### src/rtl/ps2_keypad_pkg.sv
// Shared constants for the PS/2 keypad: prefix bytes, the set-2 scancodes of
// the 16 hex keys and the receiver state encoding.
package ps2_keypad_pkg;

    localparam logic [7:0] SC_E0 = 8'hE0;
    localparam logic [7:0] SC_F0 = 8'hF0;

    // Scancode for hex key n, laid out like the 4x4 Chip-8 pad 1-2-3-C / 4-5-6-D / ...
    localparam logic [7:0] SC_KEY_0 = 8'h22;
    localparam logic [7:0] SC_KEY_1 = 8'h16;
    localparam logic [7:0] SC_KEY_2 = 8'h1E;
    localparam logic [7:0] SC_KEY_3 = 8'h26;
    localparam logic [7:0] SC_KEY_4 = 8'h15;
    localparam logic [7:0] SC_KEY_5 = 8'h1D;
    localparam logic [7:0] SC_KEY_6 = 8'h24;
    localparam logic [7:0] SC_KEY_7 = 8'h1C;
    localparam logic [7:0] SC_KEY_8 = 8'h1B;
    localparam logic [7:0] SC_KEY_9 = 8'h23;
    localparam logic [7:0] SC_KEY_A = 8'h1A;
    localparam logic [7:0] SC_KEY_B = 8'h21;
    localparam logic [7:0] SC_KEY_C = 8'h25;
    localparam logic [7:0] SC_KEY_D = 8'h2D;
    localparam logic [7:0] SC_KEY_E = 8'h2B;
    localparam logic [7:0] SC_KEY_F = 8'h2A;

    typedef enum logic [1:0] {
        RX_IDLE   = 2'd0,
        RX_DATA   = 2'd1,
        RX_PARITY = 2'd2,
        RX_STOP   = 2'd3
    } rx_state_e;

endpackage

### src/rtl/ps2_keypad_if.sv
// Keypad state bundle handed from the PS/2 decoder to the Chip-8 core.
interface ps2_keypad_if;
    logic [15:0] keys;
    logic        key_event;
    logic [3:0]  key_code;
    logic        key_down;
    logic        frame_error;

    modport master (output keys, key_event, key_code, key_down, frame_error);
    modport slave  (input  keys, key_event, key_code, key_down, frame_error);
endinterface

### src/rtl/ps2_keypad_rx.sv
// PS/2 byte receiver: input synchronisers, falling-edge detect, 11-bit frame
// checker and an inactivity timeout that abandons partial frames.
module ps2_keypad_rx
    import ps2_keypad_pkg::*;
#(
    parameter int TIMEOUT = 50000
) (
    input  logic       clk,
    input  logic       res,
    input  logic       ps2_clk,
    input  logic       ps2_data,
    output logic [7:0] rx_byte,
    output logic       rx_valid,
    output logic       rx_error
);
    localparam int TW = $clog2(TIMEOUT);

    logic [1:0]    clk_sync_q;
    logic [1:0]    data_sync_q;
    logic          clk_prev_q;
    logic          fall_q;
    logic          bit_q;
    rx_state_e     state_q;
    logic [2:0]    bit_cnt_q;
    logic [7:0]    shift_q;
    logic          parity_q;
    logic [TW-1:0] tmo_q;
    logic [7:0]    rx_byte_q;
    logic          rx_valid_q;
    logic          rx_error_q;

    // bit_q is registered alongside fall_q so the FSM sees the data bit that
    // was present when the clock edge was observed.
    always_ff @(posedge clk) begin
        if (res) begin
            clk_sync_q  <= 2'b11;
            data_sync_q <= 2'b11;
            clk_prev_q  <= 1'b1;
            fall_q      <= 1'b0;
            bit_q       <= 1'b1;
        end else begin
            clk_sync_q  <= {clk_sync_q[0], ps2_clk};
            data_sync_q <= {data_sync_q[0], ps2_data};
            clk_prev_q  <= clk_sync_q[1];
            fall_q      <= clk_prev_q & ~clk_sync_q[1];
            bit_q       <= data_sync_q[1];
        end
    end

    always_ff @(posedge clk) begin
        if (res) begin
            state_q    <= RX_IDLE;
            bit_cnt_q  <= 3'd0;
            shift_q    <= 8'h00;
            parity_q   <= 1'b0;
            tmo_q      <= '0;
            rx_byte_q  <= 8'h00;
            rx_valid_q <= 1'b0;
            rx_error_q <= 1'b0;
        end else begin
            rx_valid_q <= 1'b0;
            rx_error_q <= 1'b0;
            if (fall_q) begin
                tmo_q <= '0;
                case (state_q)
                    RX_IDLE: begin
                        if (!bit_q) begin
                            state_q   <= RX_DATA;
                            bit_cnt_q <= 3'd0;
                        end else begin
                            rx_error_q <= 1'b1;
                        end
                    end
                    RX_DATA: begin
                        shift_q   <= {bit_q, shift_q[7:1]};
                        bit_cnt_q <= bit_cnt_q + 3'd1;
                        if (bit_cnt_q == 3'd7) begin
                            state_q <= RX_PARITY;
                        end
                    end
                    RX_PARITY: begin
                        parity_q <= bit_q;
                        state_q  <= RX_STOP;
                    end
                    RX_STOP: begin
                        if (bit_q && ((^shift_q) ^ parity_q)) begin
                            rx_byte_q  <= shift_q;
                            rx_valid_q <= 1'b1;
                        end else begin
                            rx_error_q <= 1'b1;
                        end
                        state_q <= RX_IDLE;
                    end
                    default: state_q <= RX_IDLE;
                endcase
            end else if (state_q != RX_IDLE) begin
                // A gap of TIMEOUT-1 quiet cycles survives; the TIMEOUT-th aborts.
                if (tmo_q == TW'(TIMEOUT - 1)) begin
                    state_q    <= RX_IDLE;
                    tmo_q      <= '0;
                    rx_error_q <= 1'b1;
                end else begin
                    tmo_q <= tmo_q + TW'(1);
                end
            end
        end
    end

    assign rx_byte  = rx_byte_q;
    assign rx_valid = rx_valid_q;
    assign rx_error = rx_error_q;

endmodule

### src/rtl/ps2_keypad.sv
// PS/2 keyboard to Chip-8 hex keypad: prefix tracking (E0/F0), scancode
// lookup and the held-key vector with change events.
module ps2_keypad
    import ps2_keypad_pkg::*;
#(
    parameter int TIMEOUT = 50000
) (
    input  logic         clk,
    input  logic         res,
    input  logic         ps2_clk,
    input  logic         ps2_data,
    ps2_keypad_if.master kp
);
    logic [7:0]  rx_byte;
    logic        rx_valid;
    logic        rx_error;

    logic        map_hit;
    logic [3:0]  map_code;

    logic [15:0] keys_q, keys_d;
    logic        ext_q, ext_d;
    logic        brk_q, brk_d;
    logic        event_q, event_d;
    logic [3:0]  code_q, code_d;
    logic        down_q, down_d;

    ps2_keypad_rx #(.TIMEOUT(TIMEOUT)) u_rx (
        .clk      (clk),
        .res      (res),
        .ps2_clk  (ps2_clk),
        .ps2_data (ps2_data),
        .rx_byte  (rx_byte),
        .rx_valid (rx_valid),
        .rx_error (rx_error)
    );

    always_comb begin
        map_hit  = 1'b1;
        map_code = 4'h0;
        case (rx_byte)
            SC_KEY_0: map_code = 4'h0;
            SC_KEY_1: map_code = 4'h1;
            SC_KEY_2: map_code = 4'h2;
            SC_KEY_3: map_code = 4'h3;
            SC_KEY_4: map_code = 4'h4;
            SC_KEY_5: map_code = 4'h5;
            SC_KEY_6: map_code = 4'h6;
            SC_KEY_7: map_code = 4'h7;
            SC_KEY_8: map_code = 4'h8;
            SC_KEY_9: map_code = 4'h9;
            SC_KEY_A: map_code = 4'hA;
            SC_KEY_B: map_code = 4'hB;
            SC_KEY_C: map_code = 4'hC;
            SC_KEY_D: map_code = 4'hD;
            SC_KEY_E: map_code = 4'hE;
            SC_KEY_F: map_code = 4'hF;
            default:  map_hit  = 1'b0;
        endcase
    end

    // Only a real change of a held bit raises an event, so typematic repeats
    // of an already-held key are silent.
    always_comb begin
        keys_d  = keys_q;
        ext_d   = ext_q;
        brk_d   = brk_q;
        event_d = 1'b0;
        code_d  = code_q;
        down_d  = down_q;
        if (rx_valid) begin
            if (rx_byte == SC_E0) begin
                ext_d = 1'b1;
            end else if (rx_byte == SC_F0) begin
                brk_d = 1'b1;
            end else begin
                if (!ext_q && map_hit && (keys_q[map_code] == brk_q)) begin
                    keys_d[map_code] = ~brk_q;
                    event_d          = 1'b1;
                    code_d           = map_code;
                    down_d           = ~brk_q;
                end
                ext_d = 1'b0;
                brk_d = 1'b0;
            end
        end
    end

    always_ff @(posedge clk) begin
        if (res) begin
            keys_q  <= 16'h0000;
            ext_q   <= 1'b0;
            brk_q   <= 1'b0;
            event_q <= 1'b0;
            code_q  <= 4'h0;
            down_q  <= 1'b0;
        end else begin
            keys_q  <= keys_d;
            ext_q   <= ext_d;
            brk_q   <= brk_d;
            event_q <= event_d;
            code_q  <= code_d;
            down_q  <= down_d;
        end
    end

    assign kp.keys        = keys_q;
    assign kp.key_event   = event_q;
    assign kp.key_code    = code_q;
    assign kp.key_down    = down_q;
    assign kp.frame_error = rx_error;

endmodule

### src/flat_wrapper.sv
// flat-port wrapper written by rule: the top's interface ports become plain ports
module ps2_keypad_flat import ps2_keypad_pkg::*;
#(
    parameter int TIMEOUT = 50000
)
  (clk, res, ps2_clk, ps2_data, kp_keys, kp_key_event, kp_key_code, kp_key_down, kp_frame_error);
  ps2_keypad_if kp_i ();
  input  logic clk;
  input  logic res;
  input  logic ps2_clk;
  input  logic ps2_data;
  output wire logic [$bits(kp_i.keys)-1:0] kp_keys;
  output wire logic [$bits(kp_i.key_event)-1:0] kp_key_event;
  output wire logic [$bits(kp_i.key_code)-1:0] kp_key_code;
  output wire logic [$bits(kp_i.key_down)-1:0] kp_key_down;
  output wire logic [$bits(kp_i.frame_error)-1:0] kp_frame_error;
  assign kp_keys = kp_i.keys;
  assign kp_key_event = kp_i.key_event;
  assign kp_key_code = kp_i.key_code;
  assign kp_key_down = kp_i.key_down;
  assign kp_frame_error = kp_i.frame_error;
  ps2_keypad #(.TIMEOUT(TIMEOUT)) u_core (.clk(clk), .res(res), .ps2_clk(ps2_clk), .ps2_data(ps2_data), .kp(kp_i));
endmodule
### config.mk
export PLATFORM = sky130hd
export DESIGN_NAME = ps2_keypad_flat
export DESIGN_NICKNAME = d
export VERILOG_FILES = /design/src/rtl/ps2_keypad_pkg.sv /design/src/rtl/ps2_keypad_if.sv /design/src/rtl/ps2_keypad_rx.sv /design/src/rtl/ps2_keypad.sv /design/src/flat_wrapper.sv
export SDC_FILE = /design/constraint.sdc
export NUM_CORES = 1
export LEC_CHECK = 0
export BUFFER_PORTS_ARGS = -buffer_cell sky130_fd_sc_hd__buf_4
export CAP_MARGIN = 20
export CORE_MARGIN = 2
export CORE_UTILIZATION = 60
export CTS_BUF_LIST = sky130_fd_sc_hd__clkbuf_8 sky130_fd_sc_hd__clkbuf_16
export DETAILED_ROUTE_END_ITERATION = 8
export MAX_ROUTING_LAYER = met4
export PLACE_DENSITY = 0.79
export SLEW_MARGIN = 40
export SYNTH_ARGS = -nofsm -noshare
export SYNTH_HDL_FRONTEND = slang
export SYNTH_SLANG_ARGS = --single-unit
### constraint.sdc
create_clock -name clk -period 7.58 [get_ports clk]
set_clock_uncertainty 0.1 [all_clocks]
set_input_delay 1.895 -clock clk [delete_from_list [all_inputs] [get_ports clk]]
set_output_delay 1.895 -clock clk [all_outputs]
set_load 0.02 [all_outputs]
Word-level counts from Yosys, hierarchy flattened

Cells that the tools add are included.

Multiplexer cells: 27
Reduce and logical (&&, ||, !) cells: 23
$lt $le $gt $ge: 2
Eq/ne operators: 28
$add $sub $neg: 2
Bitwise gates (word level): 9

Operator list:

| cell                    | number |
|---|---|
| $eq A8 B6 Y1 const B    | 9 |
| $pmux W4 S15            | 1 |
| $eq A8 B5 Y1 const B    | 7 |
| $add A16 B1 Y16 const B | 1 |
| $bwmux W16              | 1 |
| $eq A16 B16 Y1 const B  | 1 |
| $eq A8 B8 Y1 const B    | 2 |
| $mux W16                | 1 |
| $reduce_or A16 Y1       | 1 |
| $mux W1                 | 13 |
| $mux W2                 | 5 |
| $pmux W2 S4             | 1 |
| $reduce_and A2 Y1       | 4 |
| $reduce_and A4 Y1       | 2 |
| $reduce_bool A2 Y1      | 4 |
| $reduce_xor A8 Y1       | 1 |
| $not A1 Y1              | 7 |
| $ne A3 B3 Y1 const B    | 2 |
| $pmux W3 S2             | 1 |
| $reduce_and A3 Y1       | 2 |
| $lt A4 B5 Y1 const B    | 1 |
| $bmux W1 S4             | 1 |
| $demux W1 S4            | 1 |
| $eq A2 B2 Y1 const B    | 2 |
| other kinds (17)        | 20 |

Output and inout port bits: 23
Word-level logic and storage cells: 110
Flip-flop bits (word level): 71
Input bits: 4

Logic depth before layout (Yosys ltp)

Depth in word-level cells: 7
Gate-level depth with buffers: 11
Depth with buffers taken out: 10

Hierarchy

A second synthesis with hierarchy kept.

Cells, all modules: 413
Area total of the unflattened synthesis: 3,689.8 sq um

By module, submodules not included:

| module        | sequential area each (sq um) | cells each | instances | area each (sq um) |
|---|---|---|---|---|
| ps2_keypad_rx | 940.9                        | 216        | 1         | 2,019.4 |
| ps2_keypad    | 480.5                        | 197        | 1         | 1,670.4 |

Least setup slack after synthesis

OpenSTA, ideal clock, no wires.

Path kind: input -> register
Start point: input port res
End point: register u_core.u_rx.tmo_q[11]
Path buffers: 2
Slack: 4,682 ps
Library setup time: 128 ps
Stages on the path: 5
Data required time: 7,352 ps
Data arrival time: 2,671 ps
Cell sequence: clkbuf_1 nor2_1 nand2_1 clkbuf_1 nor2_1

Word-level cells in the longest chain between the ends: 1

Ends and longest elaborated chain:

| item                       | line                 | text |
|---|---|---|
| start, declared            | flat_wrapper.sv:9    | `input logic res;` |
| $reduce_or A2 Y1 (no line) | n/a                  |  |
| end signal, assigned       | ps2_keypad_rx.sv:103 | `tmo_q <= tmo_q + TW'(1);` |
| end, declared              | ps2_keypad_rx.sv:27  | `logic [TW-1:0] tmo_q;` |

Every way passes these cells.
A chain may end at the register's enable or synchronous reset.

Worst setup path after layout

Start point: register u_core.u_rx.rx_byte_q[2] (netlist: u_core.u_rx.rx_byte[2])
End point: register u_core.keys_q[6] (netlist: u_core.kp.keys[6])

Word-level cells in the longest chain between the ends: 7
Elaborated cells on any way between the ends: 35
Those cells by class: order compare: 2; eq/ne: 19; mux: 7; bitwise: 2; reduce/logical: 5

Ends and longest elaborated chain:

| item                                                                        | line                               | text |
|---|---|---|
| start, declared                                                             | ps2_keypad_rx.sv:28                | `logic [7:0] rx_byte_q;` |
| start signal, assigned                                                      | ps2_keypad_rx.sv:87                | `rx_byte_q <= shift_q;` |
| $eq A8 B6 Y1 / $eq A8 B5 Y1 (equally long branches)                         | ps2_keypad.sv:41                   | `case (rx_byte)` |
| $pmux W4 S15                                                                | ps2_keypad.sv:41                   |  |
| $lt A4 B5 Y1 (not written as such), or another cell as far along            | ps2_keypad.sv:78                   | `keys_d[map_code] = ~brk_q;` |
| $logic_and A1 B1 Y1 (not written as such) / $mux W1 (equally long branches) | ps2_keypad.sv:78, ps2_keypad.sv:77 |  |
| $mux W1 (not written as such) / $eq A1 B1 Y1 (equally long branches)        | ps2_keypad.sv:78, ps2_keypad.sv:77 |  |
| $demux W1 S4 / $logic_and A1 B1 Y1 (equally long branches)                  | n/a                                |  |
| $bwmux W16 / $reduce_and A4 Y1 (equally long branches)                      | n/a                                |  |
| end signal, assigned                                                        | ps2_keypad.sv:98                   | `keys_q <= keys_d;` |
| end, declared                                                               | ps2_keypad.sv:21                   | `logic [15:0] keys_q, keys_d;` |

Several ways; a longest one is shown, not always the timed one. The select of a mux whose other input is x is not followed.

==> flow_summary.html <==
<table>
<tr><th>Metric</th><th>Value</th></tr>
<tr><th colspan="2">Power</th></tr>
<tr><td>Part of the power in the clock network</td><td>49.1%</td></tr>
<tr><td>Total power of the final layout</td><td>around 0.00082 W</td></tr>
<tr><td>Sequential fraction of design power</td><td>47.0%</td></tr>
<tr><td>Max rail drop VDD</td><td>between 150 and 200 µV</td></tr>
<tr><td>Leakage Power</td><td>1.543 nW</td></tr>
<tr><td>Internal power</td><td>between 0.0006 and 0.0007 W</td></tr>
<tr><td>Power density of the placed cells</td><td>197.3 mW/mm²</td></tr>
<tr><td>Combinational power share</td><td>under 10%</td></tr>
<tr><td>Net switching share of the total power</td><td>20.49%</td></tr>
<tr><td>Switching power summed over all nets</td><td>about 0.00017 W</td></tr>
<tr><th colspan="2">STA</th></tr>
<tr><td>Final Hold Viols</td><td>0</td></tr>
<tr><td>Max Clock Freq</td><td>approximately 270 MHz</td></tr>
<tr><td>Setup repair after global routing missed its margin</td><td>no</td></tr>
<tr><td>Relative slew slack</td><td>43.82%</td></tr>
<tr><td>Number of setup violations in the final report</td><td>0</td></tr>
<tr><td>Worst hold slack</td><td>approximately 0.30 ns</td></tr>
<tr><td>Slew @ Worst Pin</td><td>~0.84 ns</td></tr>
<tr><td>Total count of max-transition violations in the final report</td><td>0</td></tr>
<tr><td>Accumulated negative setup slack</td><td>0 ns</td></tr>
<tr><td>Fin crit share</td><td>roughly half</td></tr>
<tr><td>Shortest clock period the worst path allows after layout</td><td>about 3.8 ns</td></tr>
<tr><th colspan="2">Finish</th></tr>
<tr><td>Fraction of layout instances using a drive strength above 1</td><td>about an eighth</td></tr>
<tr><td>Antenna diodes</td><td>0</td></tr>
<tr><td>Number of nets in the layout</td><td>~470</td></tr>
<tr><td>Final standard cell count with taps included and fillers excluded</td><td>540</td></tr>
<tr><td>Layout-stage area growth over the synthesis result</td><td>11.66%</td></tr>
<tr><td># fillers</td><td>around 470</td></tr>
<tr><th colspan="2">Clocking</th></tr>
<tr><td>TritonCTS clock tree</td><td>yes</td></tr>
<tr><td>Setup Buffers After CTS</td><td>0</td></tr>
<tr><td>Clk root buf</td><td>sky130_fd_sc_hd__clkbuf_8</td></tr>
<tr><td>Hold Buf Count CTS</td><td>0</td></tr>
<tr><td>Reg clk slew, reported paths</td><td>roughly 0.08 ns</td></tr>
<tr><td>Number of gates resized after CTS</td><td>0</td></tr>
<tr><td>Number of buffers on the longest clock path</td><td>2</td></tr>
<tr><td>TritonCTS Buffers</td><td>9</td></tr>
<tr><td>Clock Latency Late Sink</td><td>roughly 0.36 ns</td></tr>
<tr><td>Sink Count</td><td>between 70 and 80</td></tr>
<tr><td>Number of levels in the clock H-tree</td><td>3</td></tr>
<tr><th colspan="2">Place</th></tr>
<tr><td>Port Buffer Count</td><td>26</td></tr>
<tr><td>Half-perimeter wire length after placement</td><td>approximately 5700 µm</td></tr>
<tr><td>Cell count after placement</td><td>between 500 and 600</td></tr>
<tr><td>Weighted congestion reported at the end of routability-driven placement</td><td>between 0.9 and 1</td></tr>
<tr><th colspan="2">Setup path</th></tr>
<tr><td>FF-to-FF setup slack</td><td>3.81 ns</td></tr>
<tr><td>Maximum fanout along the worst path</td><td>26</td></tr>
<tr><td>Worst reg2reg path endpoint</td><td>u_core.kp.keys[6]$_SDFFE_PP0P_</td></tr>
<tr><td>Number of cells on the worst reg-to-reg path</td><td>8</td></tr>
<tr><td>WP data arrival</td><td>between 3 and 4 ns</td></tr>
<tr><td>Delay of the slowest cell on the worst path</td><td>~0.78 ns</td></tr>
<tr><td>Buffers and inverters on the worst path</td><td>0</td></tr>
<tr><td>Nature of the critical path endpoint</td><td>register</td></tr>
<tr><td>Category of the worst setup path launch point</td><td>register</td></tr>
<tr><td>Worst EP required</td><td>7.69 ns</td></tr>
<tr><td>Launch point of the worst reg-to-reg path</td><td>u_core.u_rx.rx_byte[2]$_SDFFE_PP0P_</td></tr>
<tr><td>Cell class contributing the biggest share of worst-path delay</td><td>simple AND/OR/NAND/NOR gates</td></tr>
<tr><td>Ordered cell list for the critical path</td><td>and3b_1 -&gt; o21ai_0 -&gt; or4_1 -&gt; o311ai_2 -&gt; nor4b_4 -&gt; nand3_1 -&gt; nor4_1 -&gt; a211oi_1</td></tr>
<tr><td>Library cell contributing the largest single delay on the critical path</td><td>sky130_fd_sc_hd__dfxtp_1</td></tr>
<tr><td>Worst setup path category</td><td>reg2reg</td></tr>
<tr><th colspan="2">Logic synthesis</th></tr>
<tr><td>Total nets after synthesis</td><td>463</td></tr>
<tr><td>Synthesized instance count</td><td>between 400 and 500</td></tr>
<tr><td>Leading register cell type out of synthesis</td><td>sky130_fd_sc_hd__dfxtp_1</td></tr>
<tr><td>Post-synthesis sequential element count</td><td>71</td></tr>
<tr><td>Number of synthesized flops with an enable pin</td><td>0</td></tr>
<tr><td>Sequential cell area fraction in the yosys report</td><td>38.29%</td></tr>
<tr><td>Number of library cell types mapped by synthesis</td><td>roughly 60</td></tr>
<tr><td>Yosys warning count</td><td>0</td></tr>
<tr><td>Average cell area after synthesis</td><td>8.213 µm²</td></tr>
<tr><td>Async set-or-reset flop fraction in the synthesized netlist</td><td>0%</td></tr>
<tr><td>Mapped Area</td><td>~0.0037 mm²</td></tr>
<tr><th colspan="2">GRT</th></tr>
<tr><td>Global-route wire length before repair</td><td>13250 µm</td></tr>
<tr><td>Number of antenna violations at the first check in global routing</td><td>0</td></tr>
<tr><td>Vias in the first global route</td><td>2807</td></tr>
<tr><td>Maximum number of pins on one net before global-route repair</td><td>56</td></tr>
<tr><td>Overall fraction of global-route tracks in use</td><td>about a quarter</td></tr>
<tr><td>GRT Residual Overflow</td><td>0</td></tr>
<tr><th colspan="2">Floorplanning</th></tr>
<tr><td>Effective utilization at floorplan</td><td>between 60 and 70%</td></tr>
<tr><td>Ports placed on the boundary</td><td>27</td></tr>
<tr><td>Horizontal extent of the die</td><td>82.66 µm</td></tr>
<tr><td>Floorplan die height</td><td>82.66 µm</td></tr>
<tr><td>Core outline area</td><td>approximately 0.006 mm²</td></tr>
<tr><td>Die area</td><td>slightly below 0.007 mm²</td></tr>
<tr><td>Row count</td><td>28</td></tr>
<tr><th colspan="2">Routing</th></tr>
<tr><td>Via density per instance</td><td>slightly above 6</td></tr>
<tr><td>Via count</td><td>between 3000 and 4000</td></tr>
<tr><td>DRC violations left</td><td>0</td></tr>
<tr><td>Starting DRT DRC Count</td><td>approximately 290</td></tr>
<tr><td>Detail-routed net length per standard cell</td><td>15.44 µm</td></tr>
<tr><td>Post-detailed-route count of antenna-violating nets</td><td>0</td></tr>
<tr><td>Wirelength, routed</td><td>about 8300 µm</td></tr>
<tr><td>Router iterations before antenna repair</td><td>5</td></tr>
<tr><th colspan="2">Min path</th></tr>
<tr><td>Capture endpoint of the worst hold path</td><td>u_core.u_rx.bit_q$_SDFF_PP1_</td></tr>
<tr><td>Min-Delay Startpoint</td><td>u_core.u_rx.data_sync_q[1]$_SDFF_PP1_</td></tr>
<tr><td>Path category of the worst min-delay check</td><td>reg2reg</td></tr>
<tr><td>Number of cells on the worst hold path</td><td>1</td></tr>
<tr><th colspan="2">Outcome</th></tr>
<tr><td>Outcome</td><td>completed</td></tr>
<tr><th colspan="2">Flow run</th></tr>
<tr><td>Max-cap check violation count</td><td>0</td></tr>
</table>
-- cell usage in the layout (no fill, tap or decap), drive strengths merged, types with 9 or more instances in the layout --
master   n
a31oi   11
nand3   27
or2      9
a211oi   9
a21oi   30
mux2i   11
dfxtp   71
xnor2   13
buf     27
xor2    10
nor3    13
o21ai   28
inv     16
nand2   28
nor2    55
clkbuf  10
-- sequential cells by signal, indices dropped and copies added (netlist names), 3 cells and up --
signal	cells
u_core.u_rx.bit_cnt_q	3
u_core.u_rx.rx_byte	8
u_core.u_rx.tmo_q	16
u_core.u_rx.shift_q	8
u_core.kp.key_code	4
u_core.kp.keys	16
-- per-layer routing --
metal / wire [µm] / vias up / part of all wire, % / track usage [%]
li1: - / 1638 / - / -
met4: 218 / 0 / 2.6 / 13.28
met2: 3811 / 122 / 46 / 39.92
met5: 0 / - / 0 / -
met1: 3876 / 1546 / 46 / 33.56
met3: 432 / 20 / 5.2 / 4.239
-- synthesized netlist by cell type, drive strengths merged, types with 11 or more instances --
cell type  instances  share of area [%]
a21oi             30                4.0
a31oi             11                2.0
clkbuf            22                2.2
dfxtp             71                 38
inv               15                1.5
mux2i             11                3.0
nand2             28                2.8
nand3             27                3.6
nor2              55                5.6
nor3              13                1.8
o21ai             28                3.8
xnor2             13                3.1
-- worst register-to-register path, stage by stage (launching register included) --
cell and delay (ns):
sky130_fd_sc_hd__dfxtp_1 0.78, sky130_fd_sc_hd__and3b_1 0.28, sky130_fd_sc_hd__o21ai_0 0.51, sky130_fd_sc_hd__or4_1 0.23, sky130_fd_sc_hd__o311ai_2 0.12, sky130_fd_sc_hd__nor4b_4 0.41
sky130_fd_sc_hd__nand3_1 0.48, sky130_fd_sc_hd__nor4_1 0.59, sky130_fd_sc_hd__a211oi_1 0.15
-- worst max path at each step --
stage | from | end | slack [ns] | cells past startpoint
floorplan | res | u_core.u_rx.tmo_q[11]$_SDFFE_PP0N_ | 4.68 | 5
global placement | u_core.u_rx.rx_byte[2]$_SDFFE_PP0P_ | u_core.kp.keys[1]$_SDFFE_PP0P_ | 4.01 | 8
detailed placement | u_core.u_rx.rx_byte[2]$_SDFFE_PP0P_ | u_core.kp.keys[6]$_SDFFE_PP0P_ | 3.88 | 8
CTS | u_core.u_rx.rx_byte[2]$_SDFFE_PP0P_ | u_core.kp.keys[6]$_SDFFE_PP0P_ | 3.88 | 8
global route | u_core.u_rx.rx_byte[2]$_SDFFE_PP0P_ | u_core.kp.keys[13]$_SDFFE_PP0P_ | 3.41 | 8
finish | u_core.u_rx.rx_byte[2]$_SDFFE_PP0P_ | u_core.kp.keys[6]$_SDFFE_PP0P_ | 3.81 | 8
-- stage by stage --
stage | utilization (%) | setup WS [ns] | cell area (µm²)
6_report | 69.60 | 3.807 | 4145
5_1_grt | 69.60 | 3.408 | 4145
4_1_cts | 69.60 | 3.881 | 4145
3_5_place_dp | 65.06 | 3.875 | 3875
3_3_place_gp | 65.06 | 4.006 | 3875
2_1_floorplan | - | 4.682 | 3712
-- power by group through the flow --
stage	Clock (W)	Sequential, W	Combinational (W)
floorplan	0	0.000395	0.0000169
global placement	0	0.000393	0.0000317
detailed placement	0	0.000393	0.0000320
CTS	0.000407	0.000384	0.0000320
global route	0.000420	0.000385	0.0000353
finish	0.000401	0.000384	0.0000319
-- cell families (layout without fill, tap and decap cells) --
logic type	count (synthesis)	in the layout	synth area share [%]
buffers and inverters	45	58	5.123
xor gates and xnor gates	23	23	5.426
adders and majority gates	7	7	2.359
AOI/OAI and AO/OA	108	108	18.74
DFF	71	71	38.29
and+or+nand+nor	187	187	27.10
muxes	11	11	2.966
-- cell type report --
class                   count  area, µm²  share of cell area, %
multi-input cells         336       2101                  50.68
flip-flops and latches     71       1421                  34.29
repair buffers             27      202.7                  4.890
clock buffers              10      137.6                  3.320
clock inverters             6      132.6                  3.200
well taps                  75      93.84                  2.264
inverters                  15      56.30                  1.358
(Power assumes the default switching activity.)
